$ cat src/rtl/flag_branch_ctrl_if.sv
// EX-stage flag / branch / halt bundle between the pipeline and flag_branch_ctrl.
// The master is the pipeline side; the slave is the flag/branch controller.
interface flag_branch_ctrl_if #(
  parameter int CNT_W = 16
);
  logic             ex_valid;
  logic [3:0]       ex_opcode;
  logic [2:0]       alu_flag;
  logic             stall;
  logic             flush;
  logic             br_valid;
  logic [2:0]       br_cond;
  logic             br_taken;
  logic [2:0]       flags_q;
  logic             halt;
  logic [CNT_W-1:0] taken_cnt;

  modport master (
    output ex_valid, ex_opcode, alu_flag, stall, flush, br_valid, br_cond,
    input  br_taken, flags_q, halt, taken_cnt
  );

  modport slave (
    input  ex_valid, ex_opcode, alu_flag, stall, flush, br_valid, br_cond,
    output br_taken, flags_q, halt, taken_cnt
  );
endinterface

$ cat src/rtl/flag_branch_ctrl.sv
// Z/V/N flag register with same-cycle EX bypass into branch resolution, plus HLT drain/halt sequencing.
// br_taken is combinational; flags, halt and taken_cnt update on the edge; stall holds EX, flush squashes it.
module flag_branch_ctrl #(
  parameter int DRAIN_CYCLES = 2,
  parameter int CNT_W        = 16
) (
  input  logic              clk,
  input  logic              rst_n,
  flag_branch_ctrl_if.slave bus
);

  typedef enum logic [1:0] {
    RUN    = 2'd0,
    DRAIN  = 2'd1,
    HALTED = 2'd2
  } state_t;

  localparam logic [3:0] OP_ADD = 4'b0000;
  localparam logic [3:0] OP_SUB = 4'b0001;
  localparam logic [3:0] OP_XOR = 4'b0010;
  localparam logic [3:0] OP_SLL = 4'b0100;
  localparam logic [3:0] OP_SRA = 4'b0101;
  localparam logic [3:0] OP_ROR = 4'b0110;
  localparam logic [3:0] OP_HLT = 4'b1111;

  localparam logic [2:0] DRAIN_LOAD = 3'(DRAIN_CYCLES - 1);

  state_t           state, state_d;
  logic [2:0]       drain_cnt, drain_cnt_d;
  logic [2:0]       flags_q, eff_flags;
  logic             halt_q;
  logic [CNT_W-1:0] taken_cnt_q;
  logic             commit;
  logic             cond_ok;
  logic             br_taken;

  function automatic logic cond_true(input logic [2:0] cc, input logic [2:0] f);
    logic z, v, n;
    z = f[2];
    v = f[1];
    n = f[0];
    case (cc)
      3'b000:  cond_true = ~z;
      3'b001:  cond_true = z;
      3'b010:  cond_true = ~z & ~n;
      3'b011:  cond_true = n;
      3'b100:  cond_true = z | (~z & ~n);
      3'b101:  cond_true = n | z;
      3'b110:  cond_true = v;
      default: cond_true = 1'b1;
    endcase
  endfunction

  assign commit = bus.ex_valid & ~bus.stall & ~bus.flush & (state == RUN);

  // eff_flags is both the next flag register value and the branch bypass source.
  always_comb begin
    eff_flags = flags_q;
    if (commit) begin
      case (bus.ex_opcode)
        OP_ADD, OP_SUB:                 eff_flags = bus.alu_flag;
        OP_XOR, OP_SLL, OP_SRA, OP_ROR: eff_flags = {bus.alu_flag[2], flags_q[1:0]};
        default:                        eff_flags = flags_q;
      endcase
    end
  end

  assign cond_ok  = cond_true(bus.br_cond, eff_flags);
  assign br_taken = bus.br_valid & (state == RUN) & cond_ok;

  always_comb begin
    state_d     = state;
    drain_cnt_d = drain_cnt;
    case (state)
      RUN: begin
        if (commit && bus.ex_opcode == OP_HLT) begin
          state_d     = DRAIN;
          drain_cnt_d = DRAIN_LOAD;
        end
      end
      DRAIN: begin
        if (drain_cnt == 3'd0) begin
          state_d = HALTED;
        end else begin
          drain_cnt_d = drain_cnt - 3'd1;
        end
      end
      HALTED:  state_d = HALTED;
      default: state_d = RUN;
    endcase
  end

  always_ff @(posedge clk or negedge rst_n) begin
    if (!rst_n) begin
      state       <= RUN;
      drain_cnt   <= 3'd0;
      flags_q     <= 3'b000;
      halt_q      <= 1'b0;
      taken_cnt_q <= '0;
    end else begin
      state     <= state_d;
      drain_cnt <= drain_cnt_d;
      flags_q   <= eff_flags;
      halt_q    <= (state_d == HALTED);
      if (br_taken && !bus.stall) begin
        taken_cnt_q <= taken_cnt_q + CNT_W'(1);
      end
    end
  end

  assign bus.br_taken  = br_taken;
  assign bus.flags_q   = flags_q;
  assign bus.halt      = halt_q;
  assign bus.taken_cnt = taken_cnt_q;

endmodule

$ cat src/flat_wrapper.sv
// flat-port wrapper written by rule: the top's interface ports become plain ports
module flag_branch_ctrl_flat 
#(
  parameter int DRAIN_CYCLES = 2,
  parameter int CNT_W        = 16
)
  (clk, rst_n, bus_ex_valid, bus_ex_opcode, bus_alu_flag, bus_stall, bus_flush, bus_br_valid, bus_br_cond, bus_br_taken, bus_flags_q, bus_halt, bus_taken_cnt);
  flag_branch_ctrl_if #(.CNT_W(CNT_W)) bus_i ();
  input  logic clk;
  input  logic rst_n;
  input wire logic [$bits(bus_i.ex_valid)-1:0] bus_ex_valid;
  input wire logic [$bits(bus_i.ex_opcode)-1:0] bus_ex_opcode;
  input wire logic [$bits(bus_i.alu_flag)-1:0] bus_alu_flag;
  input wire logic [$bits(bus_i.stall)-1:0] bus_stall;
  input wire logic [$bits(bus_i.flush)-1:0] bus_flush;
  input wire logic [$bits(bus_i.br_valid)-1:0] bus_br_valid;
  input wire logic [$bits(bus_i.br_cond)-1:0] bus_br_cond;
  output wire logic [$bits(bus_i.br_taken)-1:0] bus_br_taken;
  output wire logic [$bits(bus_i.flags_q)-1:0] bus_flags_q;
  output wire logic [$bits(bus_i.halt)-1:0] bus_halt;
  output wire logic [$bits(bus_i.taken_cnt)-1:0] bus_taken_cnt;
  assign bus_i.ex_valid = bus_ex_valid;
  assign bus_i.ex_opcode = bus_ex_opcode;
  assign bus_i.alu_flag = bus_alu_flag;
  assign bus_i.stall = bus_stall;
  assign bus_i.flush = bus_flush;
  assign bus_i.br_valid = bus_br_valid;
  assign bus_i.br_cond = bus_br_cond;
  assign bus_br_taken = bus_i.br_taken;
  assign bus_flags_q = bus_i.flags_q;
  assign bus_halt = bus_i.halt;
  assign bus_taken_cnt = bus_i.taken_cnt;
  flag_branch_ctrl #(.DRAIN_CYCLES(DRAIN_CYCLES), .CNT_W(CNT_W)) u_core (.clk(clk), .rst_n(rst_n), .bus(bus_i));
endmodule
$ cat config.mk
export PLATFORM = sky130hd
export DESIGN_NAME = flag_branch_ctrl_flat
export DESIGN_NICKNAME = d
export VERILOG_FILES = /design/src/rtl/flag_branch_ctrl_if.sv /design/src/rtl/flag_branch_ctrl.sv /design/src/flat_wrapper.sv
export SDC_FILE = /design/constraint.sdc
export NUM_CORES = 1
export LEC_CHECK = 0
export CORE_AREA = 2 2 62 70
export DETAILED_ROUTE_END_ITERATION = 10
export DIE_AREA = 0 0 64 72
export PLACE_DENSITY = 0.57
export REMOVE_ABC_BUFFERS = 1
export SYNTH_ARGS = -nofsm -noshare
export SYNTH_HDL_FRONTEND = slang
export SYNTH_SLANG_ARGS = --single-unit
$ cat constraint.sdc
create_clock -name clk -period 6.52 [get_ports clk]
set_clock_uncertainty 0.2 [all_clocks]
set_input_delay 1.956 -clock clk [delete_from_list [all_inputs] [get_ports clk]]
set_output_delay 1.956 -clock clk [all_outputs]
set_load 0.005 [all_outputs]
==> run summary, run 1 <==
==================================================================================
Result of the run                                                     finished clean
Remaining number of nets flagged by the antenna check after routing              0
Worst-Skew Late Latency                                                    0.27 ns
Die Width                                                                    64 um
DRT Pass-1 Iters                                                                 4
Tightest slew margin relative to the limit                                   67.1%
Class of the most critical hold timing path                                reg2reg
Hold Vio Cnt, Final                                                              0
TritonCTS clock tree                                                         built
Drt wl/cell                                                                12.8 um
Post-Place Cell Area                                                    1750 sq um
Post-route setup slack                                                    0.411 ns
Required time worst endpoint                                               4.36 ns
Initial detailed-routing violation count                                        31
Grt total ovfl                                                                   0
Flip-flop cell with the highest count after synthesis                      dfrtp_1
Type of the setup path with the least slack                                 in2out
Unrepaired setup endpoints after global routing                              false
Portion of the post-synthesis area used by sequential elements               47.7%
Highest ir drop seen on vdd                                            0.0000694 V
Post-layout net count                                                          191
I/O pin count                                                                   37
Number of enable-type register cells in the synthesized netlist                  0
CTS clock-pin slew for the worst setup and hold paths                      0.10 ns
Area occupied by multi-input gates                                       673 sq um
Worst-margin pin slew                                                     0.489 ns
Via count                                                                     1080
Worst-case clock buffer depth                                                    2
Final std cell area, no fill                                            1820 sq um
Worst slack at placement                                                -0.0793 ns
Overall Global Routing Usage                                                 13.6%
Avg Synthesized Cell Area                                               10.1 sq um
# DRC                                                                            0
Post-CTS Setup Repair Bufs                                                       0
Row Count                                                                       24
Most frequent cells in the layout                                     clkdlybuf4s50_1, dfrtp_1, nand2_1, xnor2_1
Flip-flop and latch count after synthesis                                       25
Peak Freq                                                                0.164 GHz
Power density cells                                                    151 nW/um^2
Leading cell type in the layout, fill and taps excluded               clkdlybuf4s50_1
Startpoint type of the worst setup path                                  input pin
Fraction of layout instances using a drive strength above 1                  8.19%
Last weighted congestion value of the routability-driven placer              0.789
Number of synthesis warnings                                                     0
Core utilization of the finished layout                                      47.1%
Global-route wire length before repair                                     5.04 mm
Antenna violations before repair                                                 0
Die area                                                                4610 sq um
Overall die height                                                           72 um
Std-Cell Core Area                                                      3870 sq um
Aggregate routed wire length                                               2.86 mm
Sequential cell area                                                     626 sq um
Clock buffers created by TritonCTS                                               3
Static leakage power                                                      0.816 nW
Setup violations, final                                                          0
Post-detail-place hpwl                                                     2.17 mm
Initial Utilization                                                          33.9%
Area of the mapped netlist                                              1310 sq um
Hold buffers post-CTS                                                            0
Setup TNS after final layout                                                  0 ns
Final Max Tran Viols                                                             0
Count of mapped cells out of synthesis                                         130
Pin count of the biggest net entering global routing                            26
Layout area overhead                                                         39.0%
Share of synthesized registers carrying an async set or reset                 100%
Max Fanout on Critical Path                                                      3
Port Buffer Count                                                               36
Hold Path Stages                                                                 1
Hold Worst Slack                                                          0.269 ns
Ratio of final minimum period to clock period                                93.7%
Critical path endpoint category                                         output pin
Number of max-capacitance violations reported                                    0
Clk root buf                                                              clkbuf_8
Antenna diodes                                                                   0
Number of different library cells in the post-synthesis netlist                 31
H-tree depth                                                                     1
Fin crit period                                                            6.11 ns
R2r setup slk                                                              3.81 ns
R2r worst-path depth                                                             8
Clock Sinks                                                                     25
Number of vias per cell after detailed routing                                4.84
CP arrival                                                                 3.95 ns
Vias in the first global route                                                1115
Filler Cells Inserted                                                          367
==================================================================================
report_power, final:
| part | internal (W) | switching (W) |
|---|---|---|
| clock | 0.0000433 | 0.0000528 |
| combinational | 0.0000123 | 0.0000114 |
| sequential | 0.000155 | 0 |
path summary, 6_finish.rpt:
kind / from / endpoint
worst max-delay path: bus_ex_valid / bus_br_taken
worst min-delay path: u_core.bus.taken_cnt[15]$_DFFE_PN0P_ / u_core.bus.taken_cnt[15]$_DFFE_PN0P_
worst max register to register: u_core.state[1]$_DFF_PN0_ / u_core.bus.taken_cnt[1]$_DFFE_PN0P_
worst min register to register: u_core.bus.taken_cnt[15]$_DFFE_PN0P_ / u_core.bus.taken_cnt[15]$_DFFE_PN0P_
max in group asynchronous: rst_n / u_core.state[1]$_DFF_PN0_
min in group asynchronous: rst_n / u_core.drain_cnt[0]$_DFFE_PN0P_
final cells by class:
class | instances | share of cell area, %
Sequential cell | 25 | 34.3
Clock buffer | 3 | 2.26
Clock inverter | 1 | 0.412
Multi-Input combinational cell | 96 | 36.9
Tap cell | 52 | 3.57
Inverter | 7 | 1.44
Timing Repair Buffer | 39 | 21.1
layer usage:
layer	part of all wire, %	wire length (um)	GRT usage, %	vias up
met1	48	1380	17.9	533
met3	3.2	92	2.48	2
li1	-	-	-	524
met2	48	1380	23.3	21
met5	0	0	0	-
met4	0.42	12	2.90	0
registers in the layout, indices dropped and copies added, names as in the netlist:
signal / cells
u_core.bus.taken_cnt: 16
u_core.bus.flags_q: 3
u_core.drain_cnt: 3
u_core.state: 2
u_core.bus.halt: 1
cell families after synthesis:
group                    share of synthesized area [%]
AO/OA/AOI/OAI                                     6.67
XOR/XNOR                                          10.7
adder cells (fa/ha/maj)                           2.86
buffers and inverters                             2.86
flip-flops                                        47.7
multiplexers                                      3.34
AND/OR/NAND/NOR                                   25.9
repair_timing:
| action | 4_1_cts | 5_1_grt |
|---|---|---|
| pin swaps | 2 | 4 |
| endpoints found under the setup margin | 1 | 1 |
| resized for setup | 6 | 3 |
cells in the mapped netlist (all sizes together), types with 2 or more instances:
master / number / area share [%]
inv: 7 / 2.0
nor4b: 2 / 2.3
nand4: 2 / 0.95
and4bb: 2 / 1.9
ha: 3 / 2.9
nand2b: 4 / 1.9
buf: 2 / 0.86
nand2: 18 / 5.1
nand3: 11 / 4.2
xor2: 3 / 2.0
nor2b: 3 / 1.4
and3: 3 / 1.4
o21ai: 2 / 0.76
nor3: 4 / 1.5
nand3b: 2 / 1.1
nor2: 10 / 2.9
mux2: 3 / 2.6
xnor2: 13 / 8.7
dfrtp: 25 / 48
a21oi: 2 / 0.76
worst max-delay path, stage by stage:
cell and delay (ns):
clkdlybuf4s50_1 0.49, nor4b_4 0.26, nand3_2 0.17, mux2_4 0.35, a221o_1 0.33, o41ai_4 0.07
nor2b_2 0.19, dlymetal6s2s_1 0.13
through the flow:
stage          total power [W]  std cells
6_report              0.000275        223
5_1_grt               0.000286        223
4_1_cts               0.000280        223
3_5_place_dp          0.000182        219
3_3_place_gp          0.000182        219
2_1_floorplan         0.000164        128
(Power assumes the default switching activity.)
==> run 2: changes to the inputs <==
- RECOVER_POWER: not set -> 50
- clock period: 6.52 -> 7.5 ns (I/O delays scaled with it)
==> run 2 against run 1 <==
  * Power fell by 15%
  * Global-route usage fell by 0.057 points
  * Sequential power fell by 13%
  * Cell count did not move
  * Non-clock buffer count did not move
  * Critical endpoint unchanged
==> run summary, run 2 (same netlist as run 1, synthesis figures left out) <==
==================================================================================
Drt wl/cell                                                                12.7 um   -1.4%
Required time worst endpoint                                               5.05 ns   +0.69 ns
Post-layout net count                                                          191   unchanged
Power density cells                                                    130 nW/um^2   -13%
R2r worst-path depth                                                             8   unchanged
Most frequent cells in the layout                                     clkdlybuf4s50_1, dfrtp_1, nand2_1, xnor2_1, nand3_1
Sequential cell area                                                     626 sq um   unchanged
Antenna violations before repair                                                 0   unchanged
Top delay family on crit path                                         buffers and inverters
Number of max-capacitance violations reported                                    0   unchanged
Ordered list of cells on the worst path                               clkdlybuf4s50_1, nor4b_2, nand3_1, mux2_2, a221o_1, o41ai_4, nor2b_1, clkdlybuf4s50_1
Tightest slew margin relative to the limit                                   10.6%   -56 points
Pin count of the biggest net entering global routing                            26   unchanged
Die area                                                                4610 sq um   unchanged
Ratio of final minimum period to clock period                                96.0%
Cell with the largest stage delay on the worst path                   clkdlybuf4s50_1
TritonCTS clock tree                                                         built
Die Width                                                                    64 um   unchanged
Result of the run                                                     finished clean
Fin crit period                                                            7.20 ns
Final Max Tran Viols                                                             0   unchanged
H-tree depth                                                                     1   unchanged
Static leakage power                                                      0.788 nW   -3.5%
Clk root buf                                                              clkbuf_8
Initial Utilization                                                          33.9%   unchanged
Grt total ovfl                                                                   0   unchanged
Max Fanout on Critical Path                                                      3   unchanged
Type of the setup path with the least slack                                 in2out
Port Buffer Count                                                               36   unchanged
Global-route wire length before repair                                     5.02 mm   -0.42%
Highest ir drop seen on vdd                                            0.0000581 V   -16%
RR Endpoint                                                           u_core.bus.taken_cnt[1]$_DFFE_PN0P_
I/O pin count                                                                   37   unchanged
Most repeated library cell on the critical path                       clkdlybuf4s50_1
Worst Hold Launch                                                     u_core.bus.taken_cnt[15]$_DFFE_PN0P_
Initial detailed-routing violation count                                        21   -32%
Setup violations, final                                                          0   unchanged
Antenna diodes                                                                   0   unchanged
Vias in the first global route                                                1133   +1.6%
Startpoint type of the worst setup path                                  input pin
Filler Cells Inserted                                                          380   +3.5%
Overall Global Routing Usage                                                 13.5%   -0.057 points
Hold worst-path end                                                   u_core.bus.taken_cnt[15]$_DFFE_PN0P_
Largest register FFs                                                            16   unchanged
Clock Sinks                                                                     25   unchanged
R2R Path Start                                                        u_core.state[1]$_DFF_PN0_
Post-CTS Setup Repair Bufs                                                       0   unchanged
Critical path endpoint category                                         output pin
CTS clock-pin slew for the worst setup and hold paths                      0.09 ns   about the same
Fraction of layout instances using a drive strength above 1                  6.43%   -1.8 points
Post-CTS sizing                                                                  0   -6
Number of buffers and inverters on the critical path                             2   unchanged
Hold buffers post-CTS                                                            0   unchanged
Hold Path Stages                                                                 1   unchanged
Area occupied by multi-input gates                                       649 sq um   -3.5%
Leading cell type in the layout, fill and taps excluded               clkdlybuf4s50_1
Remaining number of nets flagged by the antenna check after routing              0   unchanged
Hold Vio Cnt, Final                                                              0   unchanged
Last weighted congestion value of the routability-driven placer              0.789   about the same
Clock buffers created by TritonCTS                                               3   unchanged
Maximum cell stage delay along the critical path                           0.52 ns   +0.03 ns
Class of the most critical hold timing path                                reg2reg
Setup TNS after final layout                                                  0 ns   unchanged
Final total power                                                       0.000233 W   -15%
Unrepaired setup endpoints after global routing                              false
CP arrival                                                                 4.75 ns   +0.80 ns
Via count                                                                     1078   -0.19%
Layout area overhead                                                         36.5%
Worst-Skew Late Latency                                                    0.26 ns   about the same
# DRC                                                                            0   unchanged
DRT Pass-1 Iters                                                                 4   unchanged
Row Count                                                                       24   unchanged
Number of vias per cell after detailed routing                                4.83   -0.19%
Aggregate routed wire length                                               2.82 mm   -1.4%
Worst-case clock buffer depth                                                    2   unchanged
Worst-margin pin slew                                                      1.34 ns   +0.851 ns
Overall die height                                                           72 um   unchanged
Std-Cell Core Area                                                      3870 sq um   unchanged
Post-detail-place hpwl                                                     2.18 mm   +0.42%
R2r setup slk                                                              4.81 ns   +1.00 ns
Peak Freq                                                                0.139 GHz
==================================================================================
-- run 2: how the worst max path moves through the flow --
stage	from	to	slack, ns	depth (start not counted)
floorplan	bus_stall	bus_br_taken	1.15	6
global placement	bus_stall	bus_br_taken	0.31	8
detailed placement	bus_stall	bus_br_taken	0.30	8
CTS	bus_stall	bus_br_taken	0.28	8
global route	bus_stall	bus_br_taken	0.10	8
finish	bus_stall	bus_br_taken	0.30	8
-- run 2: routing by layer --
metal	vias up	wire length [um]	share of wire [%]	global-route usage, %
li1	527	-	-	-
met1	528	1290	46	17.2
met2	21	1410	50	23.7
met3	2	115	4.1	2.79
met4	0	12	0.43	2.90
met5	-	0	0	0
-- run 2: power breakdown --
part | internal, W | leakage [nW] | switching (W)
Sequential | 0.000135 | 0.339 | 0
Clock | 0.0000371 | 0.0255 | 0.0000417
Combinational | 0.0000105 | 0.423 | 0.00000942
-- run 2: cell type report --
class                   instances  share of cell area (%)
clock inverters                 1                   0.279
flip-flops and latches         25                    34.9
inverters                       7                    1.47
repair buffers                 39                    21.2
well taps                      52                    3.63
clock buffers                   3                    2.30
multi-input cells              96                    36.2
-- run 2: through the flow --
step	instance area, sq um	cells	hold WS, ns	util [%]	setup WS (ns)
floorplan	1300	128	0.240	-	1.15
detailed placement	1750	219	0.261	45.2	0.301
global placement	1750	219	0.254	45.2	0.309
finish	1790	223	0.261	46.3	0.301
global route	1790	223	0.279	46.3	0.105
CTS	1800	223	0.275	46.4	0.276
==> run 3: changes to the inputs <==
- SKIP_CTS_REPAIR_TIMING: not set -> 1
==> results of run 3 <==
Same layout as run 2: the final DEF is identical, and so are final timing and power.
